===== src/rtl/naval_game_fsm.sv =====
// Two-sided naval battle game controller: placement, alternating turns, win/loss.
// Optional player-turn timer enabled by defining FSM_TIMEOUT_EN.
module naval_game_fsm #(
  parameter int SHIP_COUNT   = 3,
  parameter int TURN_TIMEOUT = 16,
  localparam int CNT_W       = $clog2(SHIP_COUNT + 1)
) (
  input  logic             clk,
  input  logic             reset,
  input  logic             accionador,
  input  logic             disparo,
  input  logic             acierto,
  input  logic             pc_disparo,
  input  logic             pc_acierto,
  output logic [3:0]       state_actual,
  output logic             gana,
  output logic             pierde,
  output logic             turno_jugador,
  output logic             timeout,
  output logic [CNT_W-1:0] barcos_jugador,
  output logic [CNT_W-1:0] barcos_pc
);

  localparam logic [3:0] S_IDLE   = 4'd0;
  localparam logic [3:0] S_COLOC  = 4'd1;
  localparam logic [3:0] S_TURNO  = 4'd2;
  localparam logic [3:0] S_EVAL   = 4'd3;
  localparam logic [3:0] S_TPC    = 4'd4;
  localparam logic [3:0] S_EPC    = 4'd5;
  localparam logic [3:0] S_GANA   = 4'd6;
  localparam logic [3:0] S_PIERDE = 4'd7;

  if (SHIP_COUNT < 1 || SHIP_COUNT > 15 || TURN_TIMEOUT < 2)
  begin : g_bad_param
    $error("naval_game_fsm: illegal parameter value");
  end

  logic [3:0]       state_q, state_d;
  logic [CNT_W-1:0] bj_q, bj_d;
  logic [CNT_W-1:0] bp_q, bp_d;
  logic             hit_q, hit_d;
  logic             expire;

`ifdef FSM_TIMEOUT_EN
  localparam int TMR_W = $clog2(TURN_TIMEOUT);

  logic [TMR_W-1:0] timer_q, timer_d;
  logic             timeout_q, timeout_d;

  assign expire = (timer_q == TMR_W'(TURN_TIMEOUT - 1));

  // Timer restarts whenever the player's turn is (re)entered.
  always_comb begin
    timer_d   = '0;
    timeout_d = 1'b0;
    if (state_q == S_TURNO && state_d == S_TURNO)
      timer_d = timer_q + 1'b1;
    if (state_q == S_TURNO && !disparo && expire)
      timeout_d = 1'b1;
  end

  always_ff @(posedge clk) begin
    if (reset) begin
      timer_q   <= '0;
      timeout_q <= 1'b0;
    end else begin
      timer_q   <= timer_d;
      timeout_q <= timeout_d;
    end
  end

  assign timeout = timeout_q;
`else
  assign expire  = 1'b0;
  assign timeout = 1'b0;
`endif

  always_comb begin
    state_d = state_q;
    bj_d    = bj_q;
    bp_d    = bp_q;
    hit_d   = hit_q;
    unique case (state_q)
      S_IDLE: begin
        if (accionador) begin
          state_d = S_COLOC;
          bj_d    = '0;
          bp_d    = CNT_W'(SHIP_COUNT);
        end
      end
      S_COLOC: begin
        if (accionador) begin
          bj_d = bj_q + 1'b1;
          if (bj_q == CNT_W'(SHIP_COUNT - 1))
            state_d = S_TURNO;
        end
      end
      S_TURNO: begin
        if (disparo) begin
          hit_d   = acierto;
          state_d = S_EVAL;
        end else if (expire) begin
          state_d = S_TPC;
        end
      end
      S_EVAL: begin
        if (hit_q && bp_q != '0)
          bp_d = bp_q - 1'b1;
        if (hit_q && bp_q == CNT_W'(1))
          state_d = S_GANA;
        else if (hit_q)
          state_d = S_TURNO;
        else
          state_d = S_TPC;
      end
      S_TPC: begin
        if (pc_disparo) begin
          hit_d   = pc_acierto;
          state_d = S_EPC;
        end
      end
      S_EPC: begin
        if (hit_q && bj_q != '0)
          bj_d = bj_q - 1'b1;
        if (hit_q && bj_q == CNT_W'(1))
          state_d = S_PIERDE;
        else if (hit_q)
          state_d = S_TPC;
        else
          state_d = S_TURNO;
      end
      S_GANA, S_PIERDE: begin
        if (accionador)
          state_d = S_IDLE;
      end
      default: state_d = S_IDLE;
    endcase
  end

  always_ff @(posedge clk) begin
    if (reset) begin
      state_q <= S_IDLE;
      bj_q    <= '0;
      bp_q    <= '0;
      hit_q   <= 1'b0;
    end else begin
      state_q <= state_d;
      bj_q    <= bj_d;
      bp_q    <= bp_d;
      hit_q   <= hit_d;
    end
  end

  assign state_actual   = state_q;
  assign gana           = (state_q == S_GANA);
  assign pierde         = (state_q == S_PIERDE);
  assign turno_jugador  = (state_q == S_TURNO);
  assign barcos_jugador = bj_q;
  assign barcos_pc      = bp_q;

endmodule

===== config.mk =====
export PLATFORM = sky130hd
export DESIGN_NAME = naval_game_fsm
export DESIGN_NICKNAME = d
export VERILOG_FILES = /design/src/rtl/naval_game_fsm.sv
export SDC_FILE = /design/constraint.sdc
export NUM_CORES = 1
export LEC_CHECK = 0
export ABC_AREA = 1
export BUFFER_PORTS_ARGS = -buffer_cell sky130_fd_sc_hd__buf_2
export CAP_MARGIN = 20
export CORE_MARGIN = 5
export CORE_UTILIZATION = 45
export DETAILED_ROUTE_END_ITERATION = 16
export PLACE_DENSITY = 0.82
export SLEW_MARGIN = 20
export SYNTH_ARGS = -nofsm -noshare
export SYNTH_HDL_FRONTEND = slang
export SYNTH_SLANG_ARGS = --single-unit
export TNS_END_PERCENT = 20

===== constraint.sdc =====
create_clock -name clk -period 1.27 [get_ports clk]
set_input_delay 0.1905 -clock clk [delete_from_list [all_inputs] [get_ports clk]]
set_output_delay 0.1905 -clock clk [all_outputs]
set_load 0.01 [all_outputs]

==> results of run 1 <==
## layout by cell type, fill, tap and decap left out, types with 2 or more instances in the layout
cell type  instances
ha_1               4
nor2_2             5
conb_1             2
nand2_1           27
buf_4              4
nand3_1            6
inv_4              2
inv_2              9
inv_1              6
nand2_4            2
dfxtp_2            4
buf_2             14
nor2_4             5
nand3_2            2
a21oi_1            4
nor2_1            10
dfxtp_4            3
nand3b_1           3
nand2_2            6
clkbuf_4           3
buf_6              5
o21ai_1            3
## state kept, by name, summed over array words and instances, names as in the netlist
name / count
barcos_jugador: 2
state_actual: 3
hit_q: 1
barcos_pc: 2
## power by group through the flow
stage	combinational, W	clock [W]	sequential [W]
4_1_cts	0.00155	0.000209	0.000523
3_5_place_dp	0.00148	0	0.000501
6_report	0.00175	0.000214	0.000569
5_1_grt	0.00196	0.000224	0.000597
3_3_place_gp	0.00144	0	0.000495
2_1_floorplan	0.00107	0	0.000503
## final cells by class
class	instances	area [sq um]	share of cell area, %
clock buffer	3	22.5	2.37
inverter	18	72.6	7.63
multi-input combinational	85	503	52.9
sequential	8	176	18.6
tap	16	20.0	2.11
timing repair buffer	23	156	16.4
## timing repair
| item | in CTS | in global routing |
|---|---|---|
| setup endpoints to repair | 9 | 11 |
| pin swaps | 1 | 8 |
| buffers inserted | 1 | 0 |
| cloned | 0 | 0 |
| resized for setup | 9 | 28 |
## per-stage QoR
step / cells / hold slack (ps) / instance area (sq um) / power [W] / util [%]
CTS: 153 / 114 / 877 / 0.00228 / 58.2
finish: 153 / 111 / 951 / 0.00253 / 63.1
global route: 153 / 124 / 951 / 0.00278 / 63.1
global placement: 149 / 378 / 827 / 0.00193 / 54.9
floorplan: 115 / 260 / 713 / 0.00157 / -
detailed placement: 149 / 385 / 827 / 0.00198 / 54.9
## per-layer routing
| metal | part of all wire [%] | track usage, % | up-vias |
|---|---|---|---|
| met3 | 4.2 | 2.71 | 5 |
| met1 | 43 | 19.3 | 355 |
| met2 | 50 | 24.8 | 21 |
| met5 | 0 | 0 | - |
| met4 | 2.8 | 10.0 | 0 |
| li1 | - | - | 394 |
## kinds of logic after synthesis
group                      after synthesis
DFF                                      8
AOI/OAI and AO/OA                       10
adders and majority gates                5
and+or+nand+nor                         68
buffers and inverters                   22
other                                    1
## synth_stat cells
master,count
a21oi_1,5
buf_2,1
buf_4,2
buf_6,1
clkinv_1,1
conb_1,1
dfxtp_1,8
ha_1,5
inv_1,11
inv_2,5
inv_4,1
nand2_1,30
nand2_2,4
nand2_4,1
nand3_1,6
nand3_2,2
nand3b_1,3
nor2_1,14
nor2_2,5
nor2_4,1
nor3_1,2
o211ai_1,1
o21ai_0,3
o21ai_1,1
## final timing paths
path,from,endpoint,slack [ps],cells past startpoint
min reg2reg,barcos_pc[1],barcos_pc[1],480,2
max reg2reg,barcos_jugador[0],barcos_jugador[1],60,8
max,state_actual[0],pierde,10,5
min,reset,barcos_pc[1],110,2
==> summary.txt, run 1 <==
Outcome
  • Status: complete, no violations

Floorplanning
  • Die width: between 40 and 50 um
  • Die Area: between 2000 and 2500 sq um
  • # rows: 14
  • Die Span Y: around 50 um
  • Num ports: 19
  • Core area: 1510 sq um
  • Initial core utilization: ~47%

Clocking
  • Clock Sinks: 8
  • CTS tree: yes
  • Hold_buf cts: 0
  • Inserted Clock Buffers: 3
  • Worst-Skew Late Latency: 270 ps
  • Root Driver: clkbuf_4
  • Clock-pin slew on the worst setup and hold paths: ~60 ps
  • Clk buf depth: 2
  • H-tree Lvls: 1

Synthesis
  • Simple-Gate Fraction of Synth Area: between 40 and 50%
  • Synthesized area per cell: between 6 and 7 sq um
  • YS warnings: 0
  • Sequential area share after synthesis: between 20% and 30%
  • Yosys reg bits: 8
  • Synth Instances: 114
  • Top-area cell type share of the netlist area: 22.7%
  • Synth area leaders: dfxtp_1, nand2_1, ha_1
  • Mapped Area: between 700 and 800 sq um
  • Proportion of synthesized area in mux cells: 0%
  • Post-Synth Adder-Cell Area: just under 9%
  • Yosys cell types: 24
  • Xor/xnor share of the synthesized area: 0%
  • Combinational family with the most area after synthesis: simple AND/OR/NAND/NOR gates
  • Dominant cell type by area after synthesis: dfxtp_1
  • Post-synthesis compound-gate area fraction: around 7.4%

STA
  • Fmax: 795 MHz
  • Setup TNS: 0 ps
  • Fin. max-slew vios: 0
  • Final setup viols: 0
  • Final Hold Vio Count: 0
  • Crit share post-route: just under 100%
  • Worst Clk Skew: 2.89 ps
  • RSZ-0062 raised after global routing: true
  • Final min period: 1260 ps
  • Final setup margin: 11.4 ps

Global routing
  • Total GRT Usage: 15.7%
  • Grt ovf: 0
  • First-pass GRT wire length: around 3100 um
  • Number of global-route vias before repair: 756
  • Largest net degree at the start of global routing: 10
  • Initial antenna violation count: 0

Detailed routing
  • First-pass iteration count of the detailed router: 4
  • Residual DRC: 0
  • Post-route ant nets: 0
  • DR iter-0 viols: 24
  • Routed vias: between 700 and 800
  • Total Wirelength: about 1900 um
  • Via density: 5.07
  • Avg WL per Cell: roughly 12 um

Worst setup path
  • CP cell instances: buf_6 > inv_4 > buf_6 > nor2_4 > buf_6
  • Bufs and invs on worst path: 4
  • Slowest-stage cell, CP: dfxtp_2
  • Crit Path Class: register to primary output
  • Worst EP arrival: approximately 1100 ps
  • CP dominant cell by count: buf_6
  • Crit path max-delay family: buffers and inverters
  • Crit-path max cell delay: ~340 ps
  • CP startpoint kind: register
  • CP Max Fanout: 6
  • Worst setup EP type: primary output
  • Worst EP required: approximately 1100 ps

Power
  • Design internal power: 0.00123 W
  • Sequential share of power: between 20% and 30%
  • Comb power frac: between 60% and 70%
  • Sw power: 0.00130 W
  • Peak supply drop: between 1 and 1.5 mV
  • Switching share of power: between 50% and 60%
  • Clock power frac: under 10%
  • Leakage: a little under 0.5 nW
  • Power per cell area: about 2700 nW/um^2

Finish
  • # diodes: 0
  • Fillers: about 130
  • Layout Nets: about 150
  • Area delta synth->final: 34.5%
  • Share of cells above drive strength 1: 48.9%

Placed design
  • Routability Congestion: between 0.8 and 0.9
  • I/O Buffers: 16
  • Post-DP HPWL: roughly 1300 um
  • Setup WS pre-CTS: -8.81 ps

Min path
  • Worst hold path class: primary input to register

Flow run
  • Max-cap viol count: 0
(Power assumes the default switching activity.)
==> run 2, diff against run 1 <==
--- a/config.mk
+++ b/config.mk
@@ -12,6 +12,7 @@
 export CORE_UTILIZATION = 45
 export DETAILED_ROUTE_END_ITERATION = 16
 export PLACE_DENSITY = 0.82
+export REMOVE_ABC_BUFFERS = 1
 export SLEW_MARGIN = 20
 export SYNTH_ARGS = -nofsm -noshare
 export SYNTH_HDL_FRONTEND = slang
==> run 2 against run 1 <==
Total power grew 11%. Non-clock buffer count grew 8. Clock-buffer cell count unchanged. Register-to-register slack got worse by 60 ps. Critical path type is now register to register. Highest routed layer unchanged.
==> summary.txt, run 2 (same netlist as run 1, synthesis figures left out) <==
Finish
  • Layout Nets: approximately 160
  • Area delta synth->final: 48.7%
  • Layout Cell Area excl Fill: between 1000 and 1500 sq um
  • Non-filler instance count after layout: about 160
  • # diodes: 0
  • Share of cells above drive strength 1: a little over half
  • Most common cell after layout, fill and taps aside: nand2_1
  • Max reg flops: 3
  • Most frequent cells in the layout: nand2_1, buf_2, buf_4

Detailed routing
  • Via density: a little over 5
  • Routed vias: around 830
  • Total Wirelength: around 2200 um
  • Avg WL per Cell: ~14 um
  • DR iter-0 viols: 18
  • First-pass iteration count of the detailed router: 4
  • Post-route ant nets: 0
  • Residual DRC: 0

Outcome
  • Status: complete, no violations

Clocking
  • Clk buf depth: 2
  • Clock Sinks: 8
  • H-tree Lvls: 1
  • Hold_buf cts: 0
  • Root Driver: clkbuf_4
  • Worst-Skew Late Latency: ~270 ps
  • Clock-pin slew on the worst setup and hold paths: roughly 70 ps
  • Inserted Clock Buffers: 3
  • CTS tree: yes

STA
  • Crit share post-route: 100%
  • Worst Clk Skew: 8.42 ps
  • RSZ-0062 raised after global routing: true
  • Fin. max-slew vios: 0
  • Final Hold Vio Count: 0
  • Final min period: about 1300 ps
  • Setup TNS: 0 ps
  • Final setup viols: 0
  • Fmax: just under 800 MHz

Floorplanning
  • Num ports: 19
  • Die Span Y: ~50 um
  • Core area: between 1500 and 2000 sq um
  • Die width: 49.6 um
  • Initial core utilization: 46.9%
  • Die Area: 2460 sq um
  • # rows: 14

Worst setup path
  • Crit Path Class: register to register
  • CP Max Fanout: 4
  • Worst EP arrival: about 1400 ps
  • CP startpoint kind: register
  • Worst EP required: ~1400 ps
  • CP dominant cell by count: inv_2
  • CP cell instances: inv_2 > ha_2 > inv_2 > nand2_1 > o21ai_1 > o211ai_1 > nor2_1 > nor2_2
  • Crit-path max cell delay: approximately 350 ps
  • Slowest-stage cell, CP: dfxtp_2
  • Crit path max-delay family: flip-flops
  • Worst setup EP type: register
  • Bufs and invs on worst path: 2

Global routing
  • Initial antenna violation count: 0
  • First-pass GRT wire length: between 2000 and 3000 um
  • Grt ovf: 0
  • Total GRT Usage: between 15 and 20%
  • Number of global-route vias before repair: around 750
  • Largest net degree at the start of global routing: 9

Placed design
  • I/O Buffers: 16
  • Placed cell count: roughly 150
  • Post-Place Cell Area: around 850 sq um
  • Routability Congestion: approximately 0.93
  • Post-DP HPWL: 1340 um

Power
  • Leakage: approximately 0.54 nW
  • Power per cell area: 2670 nW/um^2
  • Peak supply drop: approximately 1.3 mV
  • Final Power: between 0.002 and 0.003 W

Min path
  • Worst hold path class: primary input to register

Flow run
  • Max-cap viol count: 0
run 2: changes by cell type in the layout (fill, tap and decap cells not counted), sizes merged:
cell / previous run / this run
clkinv: 1 / 2
buf: 23 / 31
inv: 17 / 16
run 2: power by group:
| part | switching, W | internal [W] |
|---|---|---|
| combinational | 0.00113 | 0.000856 |
| sequential | 0.000199 | 0.000402 |
| clock | 0.000112 | 0.000110 |
| total | 0.00144 | 0.00137 |
run 2: metrics by stage:
stage / hold WS [ps] / worst slack, ps / util [%]
after global routing: 119 / -61.1 / 69.8
final: 97.3 / 0.126 / 69.8
after detailed placement: 384 / -67.8 / 56.2
after CTS: 103 / -72.5 / 61.3
after floorplan: 260 / -26.6 / -
after global placement: 380 / 6.53 / 56.2
run 2: worst reg2reg max path: cells and delay by family (launching register included):
| family | cells | cell delay, ps |
|---|---|---|
| and+or+nand+nor | 3 | 260 |
| adders and majority gates | 1 | 170 |
| DFF | 1 | 350 |
| AOI/OAI and AO/OA | 2 | 270 |
| buffers and inverters | 2 | 110 |
run 2: area by class of cell:
| cell class | count | area [sq um] |
|---|---|---|
| Tap cell | 16 | 20.0 |
| Fill cell | 110 | 455 |
| Sequential cell | 8 | 176 |
| Multi-Input combinational cell | 85 | 520 |
| Clock buffer | 3 | 22.5 |
| Timing Repair Buffer | 31 | 229 |
| Inverter | 18 | 82.6 |
run 2: path summary, 6_finish.rpt:
check	start	end	slack [ps]	depth (start not counted)
setup / recovery	barcos_jugador[1]	state_actual[1]	0.1	8
hold / removal	reset	barcos_pc[1]	100	2
setup reg to reg	barcos_jugador[1]	state_actual[1]	0.1	8
hold reg to reg	barcos_pc[1]	barcos_pc[1]	480	2
run 2: what timing repair did:
item                       4_1_cts  5_1_grt
gates cloned                     0        0
setup buffers                    4        2
resized for setup                6       39
pin swaps                        0       10
setup endpoints to repair       10       10
run 2: per-layer routing:
layer  global-route usage, %  wire length, um  vias up
li1                        -                -      411
met1                    17.8              933      387
met2                    24.6             1090       23
met3                   0.904               75       11
met4                    14.0              119        0
met5                       0                0        -
